File: src/rtl/fetch_queue.sv
// fetch_queue: in-order instruction fetch buffer with PC steering.
// Fetches one word per cycle into a DEPTH-entry circular queue, holds on
// freeze, and flushes everything on a backend misprediction, re-steering
// the fetch PC to the corrected target.
module fetch_queue #(
    parameter int                 WORD_W   = 32,
    parameter int                 DEPTH    = 4,
    parameter logic [WORD_W-1:0]  RESET_PC = '0
) (
    input  logic                      CLK,
    input  logic                      nRST,
    output logic                      imemREN,
    output logic [WORD_W-1:0]         imemaddr,
    input  logic                      ihit,
    input  logic [WORD_W-1:0]         imemload,
    input  logic [WORD_W-1:0]         pc_prediction,
    input  logic                      misprediction,
    input  logic [WORD_W-1:0]         correct_pc,
    input  logic                      freeze,
    output logic                      instr_valid,
    output logic [WORD_W-1:0]         instr,
    output logic [WORD_W-1:0]         pc,
    input  logic                      deq_ready,
    output logic [$clog2(DEPTH):0]    count
);

    localparam int PTR_W = $clog2(DEPTH);
    localparam int CNT_W = PTR_W + 1;
    localparam logic [CNT_W-1:0] FULL_CNT = CNT_W'(DEPTH);

    typedef enum logic [1:0] {
        RUN,
        HOLD,
        REDIRECT
    } state_t;

    state_t             state;
    logic [WORD_W-1:0]  fetch_pc;
    logic [PTR_W-1:0]   head;
    logic [PTR_W-1:0]   tail;
    logic [CNT_W-1:0]   occ;

    logic [WORD_W-1:0]  mem_pc    [DEPTH];
    logic [WORD_W-1:0]  mem_instr [DEPTH];

    logic full;
    logic nonempty;
    logic push;
    logic pop;

    // Occupancy flags and the push/pop qualifiers; misprediction blocks both.
    always_comb begin
        full     = (occ == FULL_CNT);
        nonempty = (occ != '0);
        push     = imemREN && ihit;
        pop      = nonempty && deq_ready && !misprediction;
    end

    // Fetch request: only while running with space and no flush/freeze.
    // Reset is folded in so the request is low during reset even though
    // the state register already reads RUN.
    always_comb begin
        imemREN = nRST && (state == RUN) && !full && !freeze && !misprediction;
    end

    // Fetch address is the fetch PC register itself.
    always_comb begin
        imemaddr = fetch_pc;
    end

    // FSM, fetch PC, queue pointers and occupancy; misprediction wins over all.
    always_ff @(posedge CLK or negedge nRST) begin
        if (!nRST) begin
            state    <= RUN;
            fetch_pc <= RESET_PC;
            head     <= '0;
            tail     <= '0;
            occ      <= '0;
        end else if (misprediction) begin
            state    <= REDIRECT;
            fetch_pc <= correct_pc;
            head     <= '0;
            tail     <= '0;
            occ      <= '0;
        end else begin
            case (state)
                RUN:      state <= freeze ? HOLD : RUN;
                HOLD:     state <= freeze ? HOLD : RUN;
                REDIRECT: state <= freeze ? HOLD : RUN;
                default:  state <= RUN;
            endcase

            if (push) begin
                fetch_pc <= pc_prediction;
                tail     <= tail + PTR_W'(1);
            end

            if (pop) begin
                head <= head + PTR_W'(1);
            end

            case ({push, pop})
                2'b10:   occ <= occ + CNT_W'(1);
                2'b01:   occ <= occ - CNT_W'(1);
                default: occ <= occ;
            endcase
        end
    end

    // Entry storage; contents need no reset because outputs are gated by occupancy.
    always_ff @(posedge CLK) begin
        if (push) begin
            mem_pc[tail]    <= fetch_pc;
            mem_instr[tail] <= imemload;
        end
    end

    // Head presentation, forced to zero whenever the queue is empty.
    always_comb begin
        count       = occ;
        instr_valid = nonempty;
        instr       = nonempty ? mem_instr[head] : '0;
        pc          = nonempty ? mem_pc[head]    : '0;
    end

endmodule

File: config.mk
export PLATFORM = sky130hd
export DESIGN_NAME = fetch_queue
export DESIGN_NICKNAME = d
export VERILOG_FILES = /design/src/rtl/fetch_queue.sv
export SDC_FILE = /design/constraint.sdc
export NUM_CORES = 1
export LEC_CHECK = 0
export CAP_MARGIN = 20
export CELL_PAD_IN_SITES_DETAIL_PLACEMENT = 1
export CELL_PAD_IN_SITES_GLOBAL_PLACEMENT = 1
export CORE_UTILIZATION = 40
export CTS_BUF_LIST = sky130_fd_sc_hd__clkbuf_8
export CTS_CLUSTER_SIZE = 10
export DETAILED_ROUTE_END_ITERATION = 10
export GPL_ROUTABILITY_DRIVEN = 0
export PLACE_DENSITY_LB_ADDON = 0.1
export SKIP_LAST_GASP = 1
export SLEW_MARGIN = 15
export SYNTH_ARGS = -nofsm -noshare
export SYNTH_HDL_FRONTEND = slang
export SYNTH_SLANG_ARGS = --single-unit
File: constraint.sdc
create_clock -name CLK -period 3.3 [get_ports CLK]
set_input_delay 0.66 -clock CLK [delete_from_list [all_inputs] [get_ports CLK]]
set_output_delay 0.66 -clock CLK [all_outputs]
set_load 0.01 [all_outputs]
==> metrics.csv, run 1 <==
stage,metric,value,unit
run_status,status,"finished, final reports clean",
layout,n_diodes,0,
global_routing,Total GRT Usage,17.3,%
critical_path,Worst setup SP type,flip-flop,
placement,DP Worst Slack,0.476,ns
placement,port bufs,202,
detailed_routing,residual antenna-violating net count after detailed routing,0,
clock_tree,Sinks on Clock Net,297,
global_routing,met1 usage,22.3,%
clock_tree,CTS Buffer Depth,3,
layout,share of cells above drive strength 1,17.8,%
critical_path,start point of the critical path,head[0]$_DFFE_PN0P_,
clock_tree,total CTS buffers,49,
logic_synthesis,Synth Instances,597,
die,core area,28700,um2
die,I/O pin total,203,
run,max cap viols,0,
min_path,Hold Path Class,in -> async,
sta,Slew HR,50.2,%
detailed_routing,DRT Pass-1 Iters,5,
sta,final critical-path share of the clock period,96.6,%
logic_synthesis,largest cells by area after synthesis,"edfxtp_1, mux4_2, dfrtp_1",
critical_path,worst r2r path cells,6,
die,die area,29800,um2
detailed_routing,vias per inst,4.98,
logic_synthesis,Synth Cell Area,11700,um2
placement,Final HPWL DP,15.5,mm
critical_path,reg-to-reg endpoint,count[2]$_DFFE_PN0P_,
detailed_routing,# DRC,0,
detailed_routing,routed vias,6265,
die,site row count,62,
die,width of the die,173,um
sta,unrepaired setup endpoints after global routing,true,
sta,final setup violating endpoints,0,
placement,placed cells,1167,
clock_tree,CTS tree,yes,
placement,placed instance area,14200,um2
detailed_routing,DRT iter0 DRCs,363,
critical_path,crit end category,primary output,
clock_tree,cts hold-fix bufs,0,
global_routing,initial antenna violation count,0,
logic_synthesis,synth warn,0,
global_routing,global-route wire length before repair,39.8,mm
layout,number of filler cells placed in the layout,2694,
layout,design area,15200,um2
sta,fmax,314,MHz
logic_synthesis,top-area cell type share of the netlist area,66.0,%
layout,Non-Filler Instances,1257,
logic_synthesis,Synth Flop Type,edfxtp_1,
logic_synthesis,"area leader, netlist",edfxtp_1,
critical_path,Critical Path RT,2.64,ns
critical_path,Worst path max stage delay,0.52,ns
detailed_routing,WL final,25.4,mm
clock_tree,post-CTS setup buffers,0,
global_routing,vias in the first global route,7056,
power,Leakage Power,0.00534,uW
critical_path,Crit Path Category,reg -> out,
sta,Least-Margin Pin Slew,0.746,ns
sta,min cycle time layout,3.19,ns
critical_path,Critical Path Fanout Max,26,
critical_path,CP Data Arrival Time,2.53,ns
clock_tree,worst skew pair latency,0.58,ns
logic_synthesis,Post-Syn Nets,704,
logic_synthesis,Syn Area/Cell,19.5,um2
logic_synthesis,most numerous cell in the Yosys netlist,edfxtp_1,
logic_synthesis,Post-synth ARST share,13.8,%
logic_synthesis,#FFs+latches synth,297,
power,Power Dens Cells,675,nW/um2
layout,Area Growth Syn to Fin,30.5,%
logic_synthesis,"Distinct cells, synth",31,
die,initial cell density of the core,40.6,%
logic_synthesis,post-synthesis sequential area ratio,74.8,%
layout,# nets final,942,
sta,worst setup margin,0.112,ns
global_routing,met2 Track Usage GR,29.2,%
power,Max IR drop VDD,0.000314,V
critical_path,reg-to-reg setup timing slack,0.92,ns
global_routing,largest net degree at the start of global routing,78,
clock_tree,"CTS clk-pin slew, worst paths",0.06,ns
sta,final hold vios,0,
global_routing,M3 GR Usage,4.55,%
logic_synthesis,Post-synth EDFFs,256,
critical_path,Worst path slowest cell,mux4_2,
global_routing,grt ovf,0,
clock_tree,Root Buffer,clkbuf_8,
critical_path,"Cell Chain, Critical Path","buf_16, mux4_2, and2_1, clkdlybuf4s50_1",
die,DIE HEIGHT,173,um
critical_path,r2r startpoint,count[1]$_DFFE_PN0P_,
sta,fin. max-slew vios,0,
clock_tree,H-tree depth,2,
sta,clk_skew,0.0480,ns
global_routing,busiest grt layer,met2,
detailed_routing,Wirelength per Cell,20.2,um
logic_synthesis,Post-synth top cells,"edfxtp_1, and2_1, mux4_2",
per-layer routing:
layer	wire length, um	vias up
met4	370	0
met1	10900	3232
li1	-	2819
met2	12600	178
met5	0	-
met3	1490	36
cells in the final DEF (no fill, tap or decap), types with 2 or more instances in the layout:
cell | Yosys | final
buf_2 | 5 | 2
ha_1 | 4 | 4
dfrtp_4 | 0 | 2
clkdlybuf4s50_1 | 0 | 200
xor2_1 | 2 | 2
mux2i_1 | 34 | 34
nand2b_1 | 2 | 2
dfrtp_1 | 41 | 39
buf_16 | 0 | 3
nor2b_1 | 3 | 3
clkinvlp_4 | 0 | 2
buf_12 | 0 | 7
and3_4 | 0 | 4
clkinv_2 | 0 | 6
edfxtp_1 | 256 | 256
clkbuf_8 | 0 | 53
and2_1 | 65 | 65
nand2_1 | 32 | 32
mux4_2 | 64 | 64
o21ai_1 | 33 | 33
clkinv_1 | 0 | 8
inv_1 | 3 | 21
mux2_1 | 3 | 3
nor2_1 | 6 | 6
buf_4 | 3 | 7
metrics by stage:
stage / power [uW] / setup TNS [ns] / utilization [%] / hold slack, ns
finish: 10300 / 0 / 53.0 / 0.227
global route: 10800 / -0.0642 / 53.0 / 0.257
CTS: 10500 / -0.00734 / 52.9 / 0.217
detailed placement: 7390 / 0 / 49.6 / 0.446
global placement: 7360 / 0 / 49.6 / 0.433
floorplan: 5830 / 0 / - / 0.364
worst max-delay path, delay by kind of cell, from the launching register on:
kind          cells  cell delay, ns
flops             1            0.50
buf+inv           2            0.73
mux               1            0.52
simple gates      1            0.20
state kept, by name, indices dropped and copies added (netlist names):
name,count
imemaddr,32
mem_instr,128
tail,2
count,3
mem_pc,128
state,2
head,2
cells by family after synthesis:
logic type / after synthesis / synth area share, %
muxes: 101 / 15.6
DFF: 297 / 74.8
xor gates and xnor gates: 3 / 0.226
buffers and inverters: 36 / 1.57
AOI/OAI and AO/OA: 35 / 1.59
adders and majority gates: 5 / 0.601
and+or+nand+nor: 120 / 5.65
power breakdown:
| group | internal (uW) | leakage [uW] | total (uW) | switching [uW] |
|---|---|---|---|---|
| Sequential | 4180 | 0.00282 | 4290 | 115 |
| Clock | 1560 | 0.000533 | 2960 | 1400 |
| Combinational | 1710 | 0.00199 | 3010 | 1290 |
| Total | 7450 | 0.00534 | 10300 | 2800 |
how the worst max path moves through the flow:
stage,to
global route,pc[30]
CTS,pc[20]
global placement,imemREN
floorplan,mem_instr[0][0]$_DFFE_PP_
finish,pc[28]
detailed placement,count[2]$_DFFE_PN0P_
final cells by class:
type                       instances  area, um2  share of cell area [%]
clock buffer                      53        729                    4.80
clock inverter                    36        184                    1.21
inverter                           3       11.3                  0.0741
multi-input combinational        264       2780                    18.3
sequential                       297       8720                    57.4
tap                              384        480                    3.16
timing repair buffer             220       2300                    15.1
repair_timing:
action                     CTS  global route
setup endpoints to repair   14            46
resized for setup            1             3
gates cloned                 1             0
pin swaps                    0             0
No activity file was read; power rests on OpenSTA's default activity.
==> run 2: changes to the inputs <==
Settings changed: SKIP_LAST_GASP 1 to default.
==> run 2 against run 1 <==
- clock skew grew 0.00088 ns
- count of clock-buffer cells in the layout is the same
- final cell count is the same
- non-clock buffer count is the same
- worst hold slack gained 0.0044 ns
- critical path type unchanged
- critical endpoint is now instr[12]
==> metrics.csv, run 2 (synthesis gave the netlist of run 1 again) <==
stage,metric,value,unit
die,die area,29800,um2
die,I/O pin total,203,
clock_tree,Root Buffer,clkbuf_8,
critical_path,CP Data Arrival Time,2.52,ns
critical_path,worst r2r path cells,6,
sta,final critical-path share of the clock period,96.2,%
die,width of the die,173,um
detailed_routing,DRT iter0 DRCs,337,
detailed_routing,DRT Pass-1 Iters,6,
critical_path,CP Buf/Inv Count,2,
placement,port bufs,202,
critical_path,Critical Path RT,2.64,ns
sta,Least-Margin Pin Slew,0.751,ns
sta,Slew HR,49.9,%
layout,Area Growth Syn to Fin,30.6,%
clock_tree,CTS Buffer Depth,3,
global_routing,global-route wire length before repair,39.8,mm
detailed_routing,Wirelength per Cell,20.3,um
clock_tree,total CTS buffers,49,
global_routing,initial antenna violation count,0,
run_status,status,"finished, final reports clean",
critical_path,Worst path max stage delay,0.54,ns
detailed_routing,vias per inst,4.99,
power,Leakage Power,0.00541,uW
die,site row count,62,
clock_tree,post-CTS setup buffers,0,
sta,final setup violating endpoints,0,
detailed_routing,routed vias,6268,
sta,worst setup margin,0.125,ns
sta,fin. max-slew vios,0,
clock_tree,worst skew pair latency,0.58,ns
min_path,Hold Path Class,in -> async,
critical_path,Worst path slowest cell,mux4_2,
critical_path,Crit Path Category,reg -> out,
global_routing,largest net degree at the start of global routing,78,
layout,number of filler cells placed in the layout,2693,
critical_path,Worst setup SP type,flip-flop,
critical_path,"Cell Chain, Critical Path","buf_16, mux4_2, and2_1, clkdlybuf4s50_1",
layout,"most common cell after layout, fill and taps aside",edfxtp_1,
power,Power Dens Cells,674,nW/um2
clock_tree,H-tree depth,2,
power,Max IR drop VDD,0.000314,V
run,max cap viols,0,
die,core area,28700,um2
clock_tree,cts hold-fix bufs,0,
sta,fmax,315,MHz
placement,DP Worst Slack,0.476,ns
layout,share of cells above drive strength 1,17.8,%
critical_path,start point of the critical path,head[0]$_DFFE_PN0P_,
placement,Final HPWL DP,15.5,mm
critical_path,reg-to-reg setup timing slack,0.91,ns
layout,n_diodes,0,
die,DIE HEIGHT,173,um
layout,# nets final,942,
global_routing,grt ovf,0,
critical_path,reg-to-reg endpoint,count[2]$_DFFE_PN0P_,
sta,min cycle time layout,3.18,ns
die,initial cell density of the core,40.6,%
global_routing,vias in the first global route,7050,
clock_tree,CTS tree,yes,
clock_tree,Sinks on Clock Net,297,
global_routing,Total GRT Usage,17.3,%
detailed_routing,WL final,25.5,mm
detailed_routing,residual antenna-violating net count after detailed routing,0,
layout,most frequent cells in the layout,"edfxtp_1, clkdlybuf4s50_1, and2_1",
clock_tree,"CTS clk-pin slew, worst paths",0.06,ns
sta,unrepaired setup endpoints after global routing,false,
critical_path,r2r startpoint,count[1]$_DFFE_PN0P_,
sta,final hold vios,0,
critical_path,crit end category,primary output,
critical_path,"CP delay by family, top",buffers and inverters,
critical_path,Critical Path Fanout Max,26,
detailed_routing,# DRC,0,
sta,clk_skew,0.0488,ns
sta,Total Negative Setup Slacks,0,ns
## run 2: worst max path at each step
stage | depth (start not counted) | slack [ns] | to
5_1_grt | 4 | 0.0006 | instr[0]
3_3_place_gp | 4 | 0.55 | imemREN
3_5_place_dp | 7 | 0.48 | count[2]$_DFFE_PN0P_
2_1_floorplan | 3 | 0.19 | mem_instr[0][0]$_DFFE_PP_
6_report | 4 | 0.12 | instr[12]
4_1_cts | 4 | 0.008 | pc[28]
## run 2: layout make-up
| class | instances | area, um2 | share of cell area, % |
|---|---|---|---|
| clock buffers | 53 | 729 | 4.80 |
| clock inverters | 36 | 184 | 1.21 |
| flip-flops and latches | 297 | 8720 | 57.3 |
| multi-input cells | 264 | 2780 | 18.3 |
| well taps | 384 | 480 | 3.16 |
| repair buffers | 220 | 2310 | 15.2 |
| inverters | 3 | 11.3 | 0.0740 |
## run 2: power breakdown
group	internal [uW]	total, uW	switching, uW
combinational	1710	3000	1300
sequential	4180	4290	116
clock	1560	2950	1390
## run 2: timing repair
item                       CTS  global route
setup endpoints to repair   14            33
resized for setup            2             6
hold endpoints to repair     0             0
cloned                       1             0
## run 2: routing by layer
layer	up-vias	global-route usage, %	share of wire (%)
met3	34	4.55	5.8
met1	3238	22.3	43
li1	2816	-	-
met4	0	4.54	1.4
met2	180	29.3	50
met5	-	0	0
## run 2: through the flow
stage	hold slack, ns	cells	total power [uW]	cell area [um2]	util [%]
global placement	0.433	1167	7360	14200	49.6
finish	0.232	1257	10300	15200	53.0
global route	0.258	1257	10800	15200	53.0
CTS	0.217	1257	10400	15200	52.9
floorplan	0.364	597	5830	11700	-
detailed placement	0.446	1167	7390	14200	49.6
